File: config.mk
export PLATFORM = sky130hd
export DESIGN_NAME = fc1_weight_buffer
export DESIGN_NICKNAME = d
export VERILOG_FILES = /design/src/rtl/npu_pkg.sv /design/src/rtl/sync_fifo.sv /design/src/rtl/fc1_weight_buffer.sv
export SDC_FILE = /design/constraint.sdc
export NUM_CORES = 1
export LEC_CHECK = 0
export ABC_AREA = 1
export CORE_MARGIN = 2
export CORE_UTILIZATION = 50
export DETAILED_ROUTE_END_ITERATION = 12
export GPL_TIMING_DRIVEN = 0
export PLACE_DENSITY_LB_ADDON = 0.1
export SLEW_MARGIN = 40
export SYNTH_ARGS = -nofsm -noshare
export SYNTH_HDL_FRONTEND = slang
export SYNTH_SLANG_ARGS = --single-unit
export TNS_END_PERCENT = 5
File: constraint.sdc
create_clock -name clk -period 4.69 [get_ports clk]
set_clock_uncertainty 0.05 [all_clocks]
set_input_delay 0.938 -clock clk [delete_from_list [all_inputs] [get_ports clk]]
set_output_delay 0.938 -clock clk [all_outputs]
set_load 0.02 [all_outputs]
File: src/rtl/npu_pkg.sv
// npu_pkg: shared NPU sizing and the fc1 weight group type.
package npu_pkg;
  localparam int NUM_PE = 4;
  localparam int W_BITS = 8;
  localparam int IN1_N = 132;
  localparam int OUT1_M = 10;
  localparam int TOTAL_GROUPS = IN1_N * OUT1_M / NUM_PE;
  typedef logic signed [W_BITS-1:0] weight_t;
  typedef weight_t [NUM_PE-1:0] w_group_t;
endpackage

File: src/rtl/sync_fifo.sv
// sync_fifo: circular FIFO with occupancy count and combinational head.
module sync_fifo #(
  parameter int WIDTH = 32,
  parameter int DEPTH = 16,
  localparam int AW = $clog2(DEPTH),
  localparam int CW = $clog2(DEPTH + 1)
) (
  input  logic             clk,
  input  logic             rst,
  input  logic             clear,
  input  logic             push,
  input  logic             pop,
  input  logic [WIDTH-1:0] din,
  output logic [WIDTH-1:0] dout,
  output logic [CW-1:0]    count
);
  logic [WIDTH-1:0] mem_q [DEPTH];
  logic [AW-1:0] wr_ptr_q, rd_ptr_q;
  logic [CW-1:0] count_q;
  always_ff @(posedge clk or posedge rst) begin
    if (rst) begin
      wr_ptr_q <= '0;
      rd_ptr_q <= '0;
      count_q  <= '0;
    end else if (clear) begin
      wr_ptr_q <= '0;
      rd_ptr_q <= '0;
      count_q  <= '0;
    end else begin
      if (push) wr_ptr_q <= wr_ptr_q + AW'(1);
      if (pop) rd_ptr_q <= rd_ptr_q + AW'(1);
      count_q <= count_q + CW'(push) - CW'(pop);
    end
  end
  always_ff @(posedge clk) begin
    if (push) mem_q[wr_ptr_q] <= din;
  end
  assign dout  = mem_q[rd_ptr_q];
  assign count = count_q;
endmodule

File: src/rtl/fc1_weight_buffer.sv
// fc1_weight_buffer: elastic FIFO + output register feeding fc1 weight groups,
// with per-inference group counting and sticky overflow/underflow flags.
module fc1_weight_buffer
  import npu_pkg::*;
#(
  parameter int NUM_PE = npu_pkg::NUM_PE,
  parameter int DEPTH = 16,
  parameter int TOTAL_GROUPS = npu_pkg::TOTAL_GROUPS,
  localparam int CW = $clog2(DEPTH + 1),
  localparam int LW = CW + 1,
  localparam int GW = $clog2(TOTAL_GROUPS),
  localparam int WW = W_BITS * NUM_PE
) (
  input  logic                 clk,
  input  logic                 rst,
  input  logic                 clear,
  input  logic                 wr_valid,
  input  logic [WW-1:0]        wr_data,
  output logic                 wr_ready,
  input  logic                 fc1_next,
  output weight_t [NUM_PE-1:0] w_stream,
  output logic                 w_valid,
  output logic [LW-1:0]        level,
  output logic [GW-1:0]        group_cnt,
  output logic                 last_group,
  output logic                 done,
  output logic                 ovf,
  output logic                 unf
);
  localparam logic [CW-1:0] FULL = CW'(DEPTH);
  localparam logic [GW-1:0] LAST = GW'(TOTAL_GROUPS - 1);
  logic [CW-1:0] fifo_cnt;
  logic [WW-1:0] head, or_q, or_d;
  logic [GW-1:0] group_q, group_d;
  logic valid_q, valid_d, done_q, done_d, ovf_q, ovf_d, unf_q, unf_d;
  logic acc, pop, fifo_empty, bypass, fifo_push, fifo_pop;
  assign wr_ready = fifo_cnt < FULL;
  // A word skips the FIFO only when nothing older is queued ahead of it.
  always_comb begin
    acc        = wr_valid & wr_ready & ~clear;
    pop        = fc1_next & valid_q & ~clear;
    fifo_empty = fifo_cnt == '0;
    bypass     = acc & fifo_empty & (~valid_q | pop);
    fifo_push  = acc & ~bypass;
    fifo_pop   = pop & ~fifo_empty;
    or_d       = clear ? '0 : fifo_pop ? head : bypass ? wr_data : or_q;
    valid_d    = ~clear & (fifo_pop | bypass | (valid_q & ~pop));
    group_d    = clear ? '0 : ~pop ? group_q : (group_q == LAST) ? '0 : group_q + GW'(1);
    done_d     = pop & (group_q == LAST);
    ovf_d      = ~clear & (ovf_q | (wr_valid & ~wr_ready));
    unf_d      = ~clear & (unf_q | (fc1_next & ~valid_q));
  end
  always_ff @(posedge clk or posedge rst) begin
    if (rst) begin
      or_q    <= '0;
      valid_q <= 1'b0;
      group_q <= '0;
      done_q  <= 1'b0;
      ovf_q   <= 1'b0;
      unf_q   <= 1'b0;
    end else begin
      or_q    <= or_d;
      valid_q <= valid_d;
      group_q <= group_d;
      done_q  <= done_d;
      ovf_q   <= ovf_d;
      unf_q   <= unf_d;
    end
  end
  sync_fifo #(.WIDTH(WW), .DEPTH(DEPTH)) u_fifo (
    .clk   (clk),
    .rst   (rst),
    .clear (clear),
    .push  (fifo_push),
    .pop   (fifo_pop),
    .din   (wr_data),
    .dout  (head),
    .count (fifo_cnt)
  );
  assign w_stream   = or_q;
  assign w_valid    = valid_q;
  assign level      = LW'(fifo_cnt) + LW'(valid_q);
  assign group_cnt  = group_q;
  assign last_group = valid_q & (group_q == LAST);
  assign done       = done_q;
  assign ovf        = ovf_q;
  assign unf        = unf_q;
endmodule

Yosys cells after proc, flatten, opt, wreduce, memory -nomap -nowiden
Memory sizes are Yosys's and may differ from the RTL's.
Cells that the tools add are included.
- bits in registers: 58
- latch bits: 0
- RAM bits: 512
- ROM bits: 0
- input bits: 37
- logic and storage cells: 63
- memories: 1
- $add $sub $neg: 6
- $mul: 0
- div/mod/pow operators: 0
- magnitude comparators: 1
- equality and inequality tests: 1
- shifts and indexed selects: 0
- muxes and demuxes: 13
- bitwise operators: 27
- reduce and logical (&&, ||, !) cells: 5
- memories (memory ; words ; width ; rd ports ; clocked after Yosys merged registers in ; write ports ; line ; source):
    u_fifo.mem_q ; 16 ; 32 ; 1 ; 0 ; 1 ; sync_fifo.sv:17 ; logic [WIDTH-1:0] mem_q [DEPTH];
- operators by type and width (operator ; number):
    $mux W32 ; 3
    $mux W9 ; 3
    $and A1 B1 Y1 ; 16
    $mux W4 ; 4
    $add A9 B1 Y9 const B ; 1
    $eq A9 B9 Y1 const B ; 1
    $add A4 B1 Y4 const B ; 2
    $add A5 B1 Y6 ; 1
    $not A1 Y1 ; 6
    $reduce_bool A2 Y1 ; 3
    $add A5 B1 Y5 ; 1
    $logic_not A5 Y1 ; 1
    $lt A5 B5 Y1 const B ; 1
    $mux W5 ; 1
    $or A1 B1 Y1 ; 5
    $sub A5 B1 Y5 ; 1
    $reduce_bool A3 Y1 ; 1
    $mux W1 ; 2

Longest topological paths before layout
Gate-level depths: netlist of run 1.
- word-level depth: 10
- mapped depth: 17
- depth with buffers taken out: 16

By module
Synthesis of run 1 repeated with hierarchy kept, for this count alone.
- cells, all modules: 2621
- area total of the unflattened synthesis: 25753.4 sq um
- modules (own cells, without submodules) (module ; instances ; cells an instance ; area an instance (sq um) ; sequential area each (sq um)):
    sync_fifo ; 1 ; 2174 ; 22800.6 ; 15700.1
    fc1_weight_buffer ; 1 ; 447 ; 2952.8 ; 1126.1

Worst setup path after synthesis of run 1
Ideal clock, no wire load.
- path type: input-to-reg
- start point: input clear
- end point: memory u_fifo.mem_q[11][0], enable pin
- arrival: 2967 ps
- setup slack: 1252 ps
- cell stages on the path: 6
- cell sequence: buf_6 inv_2 nand3_4 nor2_4 nand2_1 nor2_1
- cells in the longest elaborated chain, start to end: 8
- elaborated cells on any way between the ends: 10
- classes of those cells: mux: 2; bitwise: 8
- ends and longest elaborated chain (element ; line ; source):
    start, declared ; fc1_weight_buffer.sv:16 ; input logic clear,
    $not A1 Y1 (*) ; fc1_weight_buffer.sv:40, fc1_weight_buffer.sv:41 ;
    $and A1 B1 Y1, on equally long branches ; fc1_weight_buffer.sv:40, fc1_weight_buffer.sv:41 ;
    $and A1 B1 Y1 / $or A1 B1 Y1 (equally long branches) ; fc1_weight_buffer.sv:43 ; bypass = acc & fifo_empty & (~valid_q | pop);
    $and A1 B1 Y1 ; fc1_weight_buffer.sv:43 ;
    $not A1 Y1 ; fc1_weight_buffer.sv:44 ; fifo_push = acc & ~bypass;
    $and A1 B1 Y1 (*) ; fc1_weight_buffer.sv:44 ;
    $mux W1 (*) ; sync_fifo.sv:36 ; if (push) mem_q[wr_ptr_q] <= din;
    $mux W1 (not written as such) (*) ; sync_fifo.sv:36 ;
    end, declared ; sync_fifo.sv:17 ;
Mark *: on every way between the ends. The rest lies on a longest branch, timed or not.

Worst setup path after layout of run 1
- start point: register valid_q, in the netlist w_valid
- end point: output level[4]
- cells in the longest elaborated chain, start to end: 1
- ends and longest elaborated chain (element ; line ; source):
    start, declared ; fc1_weight_buffer.sv:35 ; logic valid_q, valid_d, done_q, done_d, ovf_q, ovf_d, unf_q, unf_d;
    start signal, assigned ; fc1_weight_buffer.sv:63 ; valid_q <= valid_d;
    $add A5 B1 Y6 ; fc1_weight_buffer.sv:82 ; assign level = LW'(fifo_cnt) + LW'(valid_q);
    end, declared ; fc1_weight_buffer.sv:23 ; output logic [LW-1:0] level,
Every way passes these cells.

==> results of run 1 <==
power breakdown:
part | switching [W] | leakage [nW] | total, W | internal (W)
Sequential | 0.0000890 | 5.39 | 0.00581 | 0.00572
Combinational | 0.00107 | 6.03 | 0.00168 | 0.000613
Clock | 0.00192 | 0.883 | 0.00443 | 0.00251
Total | 0.00308 | 12.3 | 0.0119 | 0.00884
cells in the final DEF (no fill, tap or decap), types with 9 or more instances in the layout:
master	n
nor2_4	18
buf_16	18
edfxtp_1	512
nor2_1	12
inv_1	380
clkinv_2	11
nand2_1	695
clkbuf_16	61
xor2_1	10
o21ai_0	21
clkbuf_1	33
buf_2	52
buf_6	19
clkdlybuf4s50_1	88
dfrtp_1	58
ha_1	17
or2_0	13
buf_8	19
clkinv_1	9
nand3_1	424
or2_2	51
buf_4	25
o21ai_1	26
tightest hold or removal path, delay by kind of cell (launching register included):
family,cells,cell delay [ps]
DFF,1,340
and+or+nand+nor,2,100
area by class of cell:
class | count | area, um^2
fill | 4128 | 20290
sequential | 570 | 16830
multi-input combinational | 1323 | 6222
clock buffer | 86 | 1670
timing repair buffer | 125 | 1662
inverter | 386 | 1456
tap | 672 | 840.8
buffer | 121 | 763.2
clock inverter | 23 | 133.9
routing by layer:
layer / vias up / track usage [%] / wire [um]
met4: 0 / 10.91 / 2394
met5: - / 0 / 0
met1: 8351 / 37.86 / 29720
met3: 140 / 3.825 / 5383
met2: 720 / 45.46 / 34250
li1: 8200 / - / -
metrics by stage:
stage | std cells | hold WS [ps] | setup slack [ps] | utilization (%) | power, W
after global placement | 3160 | 412.1 | -1261 | 53.87 | 0.007522
after global routing | 3306 | 458.1 | 1247 | 59.31 | 0.01231
after CTS | 3306 | 431.0 | 1289 | 59.31 | 0.01196
after detailed placement | 3197 | 415.0 | 1016 | 55.69 | 0.007587
final | 3306 | 427.7 | 1339 | 59.31 | 0.01192
after floorplan | 2400 | 473.2 | 1252 | - | 0.006861
registers in the layout, indices dropped and copies added (netlist names):
register / cells
ovf: 1
group_cnt: 9
done: 1
u_fifo.wr_ptr_q: 4
u_fifo.count: 5
unf: 1
w_valid: 1
u_fifo.mem_q: 512
w_stream: 32
u_fifo.rd_ptr_q: 4
logic make-up after synthesis:
family,synth area share (%)
simple gates,21.56
flops,66.93
buf+inv,8.795
compound gates,1.374
fa+ha+maj,0.9257
xor+xnor,0.4181
path summary, 6_finish.rpt:
path / startpoint / to / slack, ps / cells past startpoint
worst max-delay path: w_valid / level[4] / 1340 / 5
worst min-delay path: w_stream[19] / w_stream[19] / 430 / 2
worst max register to register: u_fifo.count[2] / u_fifo.count[4] / 1730 / 17
worst min register to register: w_stream[19] / w_stream[19] / 430 / 2
max in group asynchronous: rst / u_fifo.rd_ptr_q[3] / 3450 / 3
min in group asynchronous: rst / w_stream[15] / 570 / 2
synth_stat cells:
cell	number
a31oi_1	1
buf_4	25
o21ai_2	3
nor2_4	2
nand2_2	3
inv_2	4
dfrtp_1	58
or2_0	13
edfxtp_1	512
nor3_1	4
nand3_1	424
buf_6	19
o21ai_1	26
ha_1	17
o22ai_1	5
inv_1	381
nand4_1	2
or2_2	51
nor2_1	28
clkbuf_1	16
nand2_4	1
nand2_1	695
nand3_4	1
or2_1	2
nor4_1	1
o21ai_0	21
a21oi_4	1
buf_1	6
nand4_4	1
a21oi_1	6
inv_4	1
clkbuf_2	3
xor2_1	10
nor2_8	2
fa_1	1
buf_2	52
xnor2_1	2
==> impl_metrics.tcl, run 1 <==
set metrics [dict create \
    gp_congestion 0.8385 \
    dpl.hpwl_mm 48.22 \
    maxCapViolations 0 \
    cts_num_sinks 570 \
    start_util_pct 50.42 \
    nets 2640 \
    cp_data_required_time_ps 3700 \
    crit_family "buffers and inverters" \
    cts.clk_slew.worst_paths_ps 60 \
    row_count 82 \
    leakage_nw 12.31 \
    worstPathArrival_ps 2360 \
    hp-class "flip-flop to flip-flop" \
    drt-wirelength-per-cell_um 21.70 \
    grt_overflow 0 \
    tritoncts "done" \
    status "finished, final reports clean" \
    htreeDepth 2 \
    vias 17411 \
    yosys.area.top_type "edfxtp_1" \
    worst_pin_slew_ps 895.9 \
    diodes 0 \
    ir_drop_uv 330.0 \
    synth.top_cell.area_share_pct 61.16 \
    max_stage_delay_ps 640 \
    slew_viol_final 0 \
    die_w_um 228.2 \
    netlist_instances 2400 \
    synth_area_leaders "edfxtp_1, nand2_1, nand3_1" \
    post-cts-setup-buffer-count 0 \
    syn_avg_cell_area_um2 10.47 \
    finalCritPeriodShare_pct 71.46 \
    grt_pass1_vias 17115 \
    ys_warn_count 0 \
    path_cells "ha_1 > ha_1 > nand2_1 > xor2_1 > clkdlybuf4s50_1" \
    grt_pass1_wl_mm 106.6 \
    postCtsHoldBufs 0 \
    path_common_cell "ha_1" \
    portBuffers 88 \
    finalHoldViolations 0 \
    totalWireLength_mm 71.74 \
    ctsRootBufferMaster "clkbuf_16" \
    syn2layout_area_growth_pct 17.64 \
    track_usage_pct 27.78 \
    die_area_um2 52090 \
    ios 90 \
    yosysUniqueCellTypes 37 \
    drc 0 \
    dpl-instance-area_um2 27770 \
    cts-resized-gates 0 \
    synthesis.nets 2455 \
    finalCriticalPeriod_ps 3351 \
    critPathSlowestCell "clkdlybuf4s50_1" \
    cts_buffer_depth 3 \
    drt-initial-drc-count 1677 \
    fmax_mhz 298.4 \
    drtAntennaViolNets 0 \
    drive_gt1_share_pct 11.62 \
    die_h_um 228.2 \
    synth_seq_cells 570 \
    tns_ps 0 \
    syn_area_um2 25140 \
    worst_setup_path_end_kind "output port" \
    finalSetupViolCount 0 \
    stdcell_area_um2 29570 \
    synth-seq-area-share_pct 66.93 \
    max-slew-margin-rel_pct 40.27 \
    antenna_found_initial 0 \
    powerDensity_nw_per_um2 403.1 \
    path_buf_inv 1 \
    first_pass_iters 6 \
    core_um2 49860 \
    cts_inserted_buffers 58 \
    rsz0062_at_grt "no" \
    criticalPathCategory "flip-flop to output port" \
    drt-vias-per-instance 5.266 \
    path_max_fanout 4 \
    critPathLaunchType "flip-flop" \
    worstSkewPairLatency_ps 620 \
    grt_max_degree 45 \
]
Note: power is estimated with default switching activity, not from simulation.
==> run 2: changes to the inputs <==
- clock period: 4.69 -> 3.3 ns (I/O delays scaled with it)
==> results of run 2 <==
The final DEF is identical to that of run 1. Status: finished, final reports clean.
Among the figures that moved: setup slack after placement 1016 ps -> -95.51 ps; setup slack after layout 1339 ps -> 226.7 ps; hold slack 427.7 ps -> 207.1 ps; register-to-register setup slack 1730 ps -> 340 ps; end point of the worst hold path w_stream[19] -> u_fifo.count[0]; total power 0.01192 W -> 0.01694 W; worst IR drop on VDD 330.0 uV -> 469.0 uV
==> run 3: changes to the inputs <==
- CTS_CLUSTER_SIZE: default -> 20
- DONT_BUFFER_PORTS: default -> 1
==> run 3 against run 2 <==
  * Critical path depth grew 12
  * Highest routed layer is now met5
  * Critical path type is now flip-flop to flip-flop
  * Clock power is 13% higher
  * Sequential share of layout area increased by 0.88 points
==> impl_metrics.tcl, run 3 (same netlist as run 1, synthesis figures left out) <==
set metrics [dict create \
    tritoncts "done" \
    fmax_mhz 345.3 \
    slew_viol_final 0 \
    drc 0 \
    worstReg2RegStart "u_fifo.count[2]" \
    cts-resized-gates 0 \
    ctsRootBufferMaster "clkbuf_16" \
    hp-class "primary input to flip-flop" \
    htreeDepth 2 \
    leakage_nw 12.18 \
    powerDensity_nw_per_um2 595.1 \
    post-cts-setup-buffer-count 0 \
    cp_data_required_time_ps 3760 \
    worstSkewPairLatency_ps 640 \
    drt-vias-per-instance 5.345 \
    first_pass_iters 6 \
    portBuffers 0 \
    mostFrequentLayoutCell "nand2_1" \
    regMostFlops "u_fifo.mem_q" \
    whs_endpoint "u_fifo.mem_q[11][29]" \
    cts_buffer_depth 3 \
    drt-wirelength-per-cell_um 22.63 \
    grt_overflow 0 \
    finalSetupViolCount 0 \
    drt-initial-drc-count 1933 \
    ios 90 \
    dpl.hpwl_mm 48.85 \
    maxCapViolations 0 \
    syn2layout_area_growth_pct 15.85 \
    worst-r2r-cell-count 17 \
    nets 2557 \
    finalCriticalPeriod_ps 2896 \
    r2r_slack_ps 400 \
    diodes 0 \
    cts_num_sinks 570 \
    critPathLaunchType "flip-flop" \
    cts.clk_slew.worst_paths_ps 70 \
    row_count 82 \
    die_h_um 228.2 \
    grt_pass1_vias 16932 \
    min_from "wr_data[29]" \
    grt_max_degree 44 \
    postCtsHoldBufs 1 \
    finalHoldViolations 0 \
    vias 17249 \
    worst_pin_slew_ps 893.2 \
    totalWireLength_mm 73.03 \
    hold_depth 0 \
    place_inst 3110 \
    drtAntennaViolNets 0 \
    worst_setup_path_end_kind "flip-flop" \
    ir_drop_uv 470.0 \
    gp_congestion 0.8325 \
    status "finished, final reports clean" \
    start_util_pct 50.42 \
    rsz0062_at_grt "no" \
    fillers 4123 \
    core_um2 49860 \
    final_cell_mix "nand2_1, edfxtp_1, nand3_1, inv_1, clkbuf_16" \
    antenna_found_initial 1 \
    largest_reg_flops 512 \
    cts_inserted_buffers 61 \
    reg2reg_to "u_fifo.count[4]" \
    path_max_fanout 10 \
    die_area_um2 52090 \
    grt_pass1_wl_mm 107.9 \
    worstPathArrival_ps 3350 \
    finalCritPeriodShare_pct 87.76 \
    final_cell_count_no_fill 3227 \
    max-slew-margin-rel_pct 40.45 \
    criticalPathCategory "flip-flop to flip-flop" \
    drive_gt1_share_pct 12.60 \
    track_usage_pct 28.22 \
    whs_ps 66.34 \
    die_w_um 228.2 \
]
[run 3: cell type report]
class | instances | area (um^2) | share of cell area (%)
Timing Repair Buffer | 39 | 918.4 | 3.153
Inverter | 386 | 1456 | 5.001
Tap cell | 672 | 840.8 | 2.887
Clock inverter | 27 | 331.6 | 1.139
Clock buffer | 89 | 1764 | 6.058
Multi-Input combinational cell | 1323 | 6222 | 21.37
Buffer | 121 | 763.2 | 2.621
Sequential cell | 570 | 16830 | 57.78
[run 3: how the worst max path moves through the flow]
stage                                from  slack, ps                    to  cells after the start
final                     u_fifo.count[2]        400       u_fifo.count[4]                     17
after global routing      u_fifo.count[2]        100       u_fifo.count[4]                     17
after CTS                 u_fifo.count[2]        400       u_fifo.count[4]                     17
after detailed placement            clear        360   u_fifo.mem_q[8][27]                      8
after global placement              clear      -1950  u_fifo.mem_q[10][22]                      6
after floorplan                     clear        140   u_fifo.mem_q[11][0]                      6
[run 3: report_power, final]
part,internal [W],leakage [nW],switching [W]
Sequential,0.00814,5.39,0.000321
Clock,0.00425,1.02,0.00285
Combinational,0.000584,5.76,0.00119
[run 3: metal layers]
metal / vias up / part of all wire, % / global-route usage (%)
li1: 8034 / - / -
met2: 749 / 48 / 47.11
met5: - / 0.018 / 0
met1: 8300 / 41 / 37.93
met4: 2 / 3.2 / 9.722
met3: 164 / 7.9 / 4.275
[run 3: per-stage QoR]
| step | power [W] | util (%) | TNS, ps | setup slack [ps] | instance area [um^2] |
|---|---|---|---|---|---|
| floorplan | 0.009750 | - | 0 | 139.8 | 25140 |
| global placement | 0.01028 | 52.10 | -931210 | -1953 | 25980 |
| detailed placement | 0.01038 | 54.18 | 0 | 357.6 | 27020 |
| CTS | 0.01742 | 58.41 | 0 | 404.1 | 29120 |
| global route | 0.01789 | 58.41 | 0 | 96.30 | 29120 |
| finish | 0.01733 | 58.41 | 0 | 403.9 | 29120 |
[run 3: critical path, cell delays in order, from the launching register on]
cell and delay, ps:
dfrtp_1 450, inv_1 100, ha_1 250, nand4_4 140, nand2_2 70, buf_4 220
nor2_1 170, inv_1 70, o21ai_0 70, ha_1 190, inv_1 60, fa_1 400
inv_1 100, nand2_1 50, a21oi_1 130, nor2_1 70, o21ai_0 130, a21oi_1 60
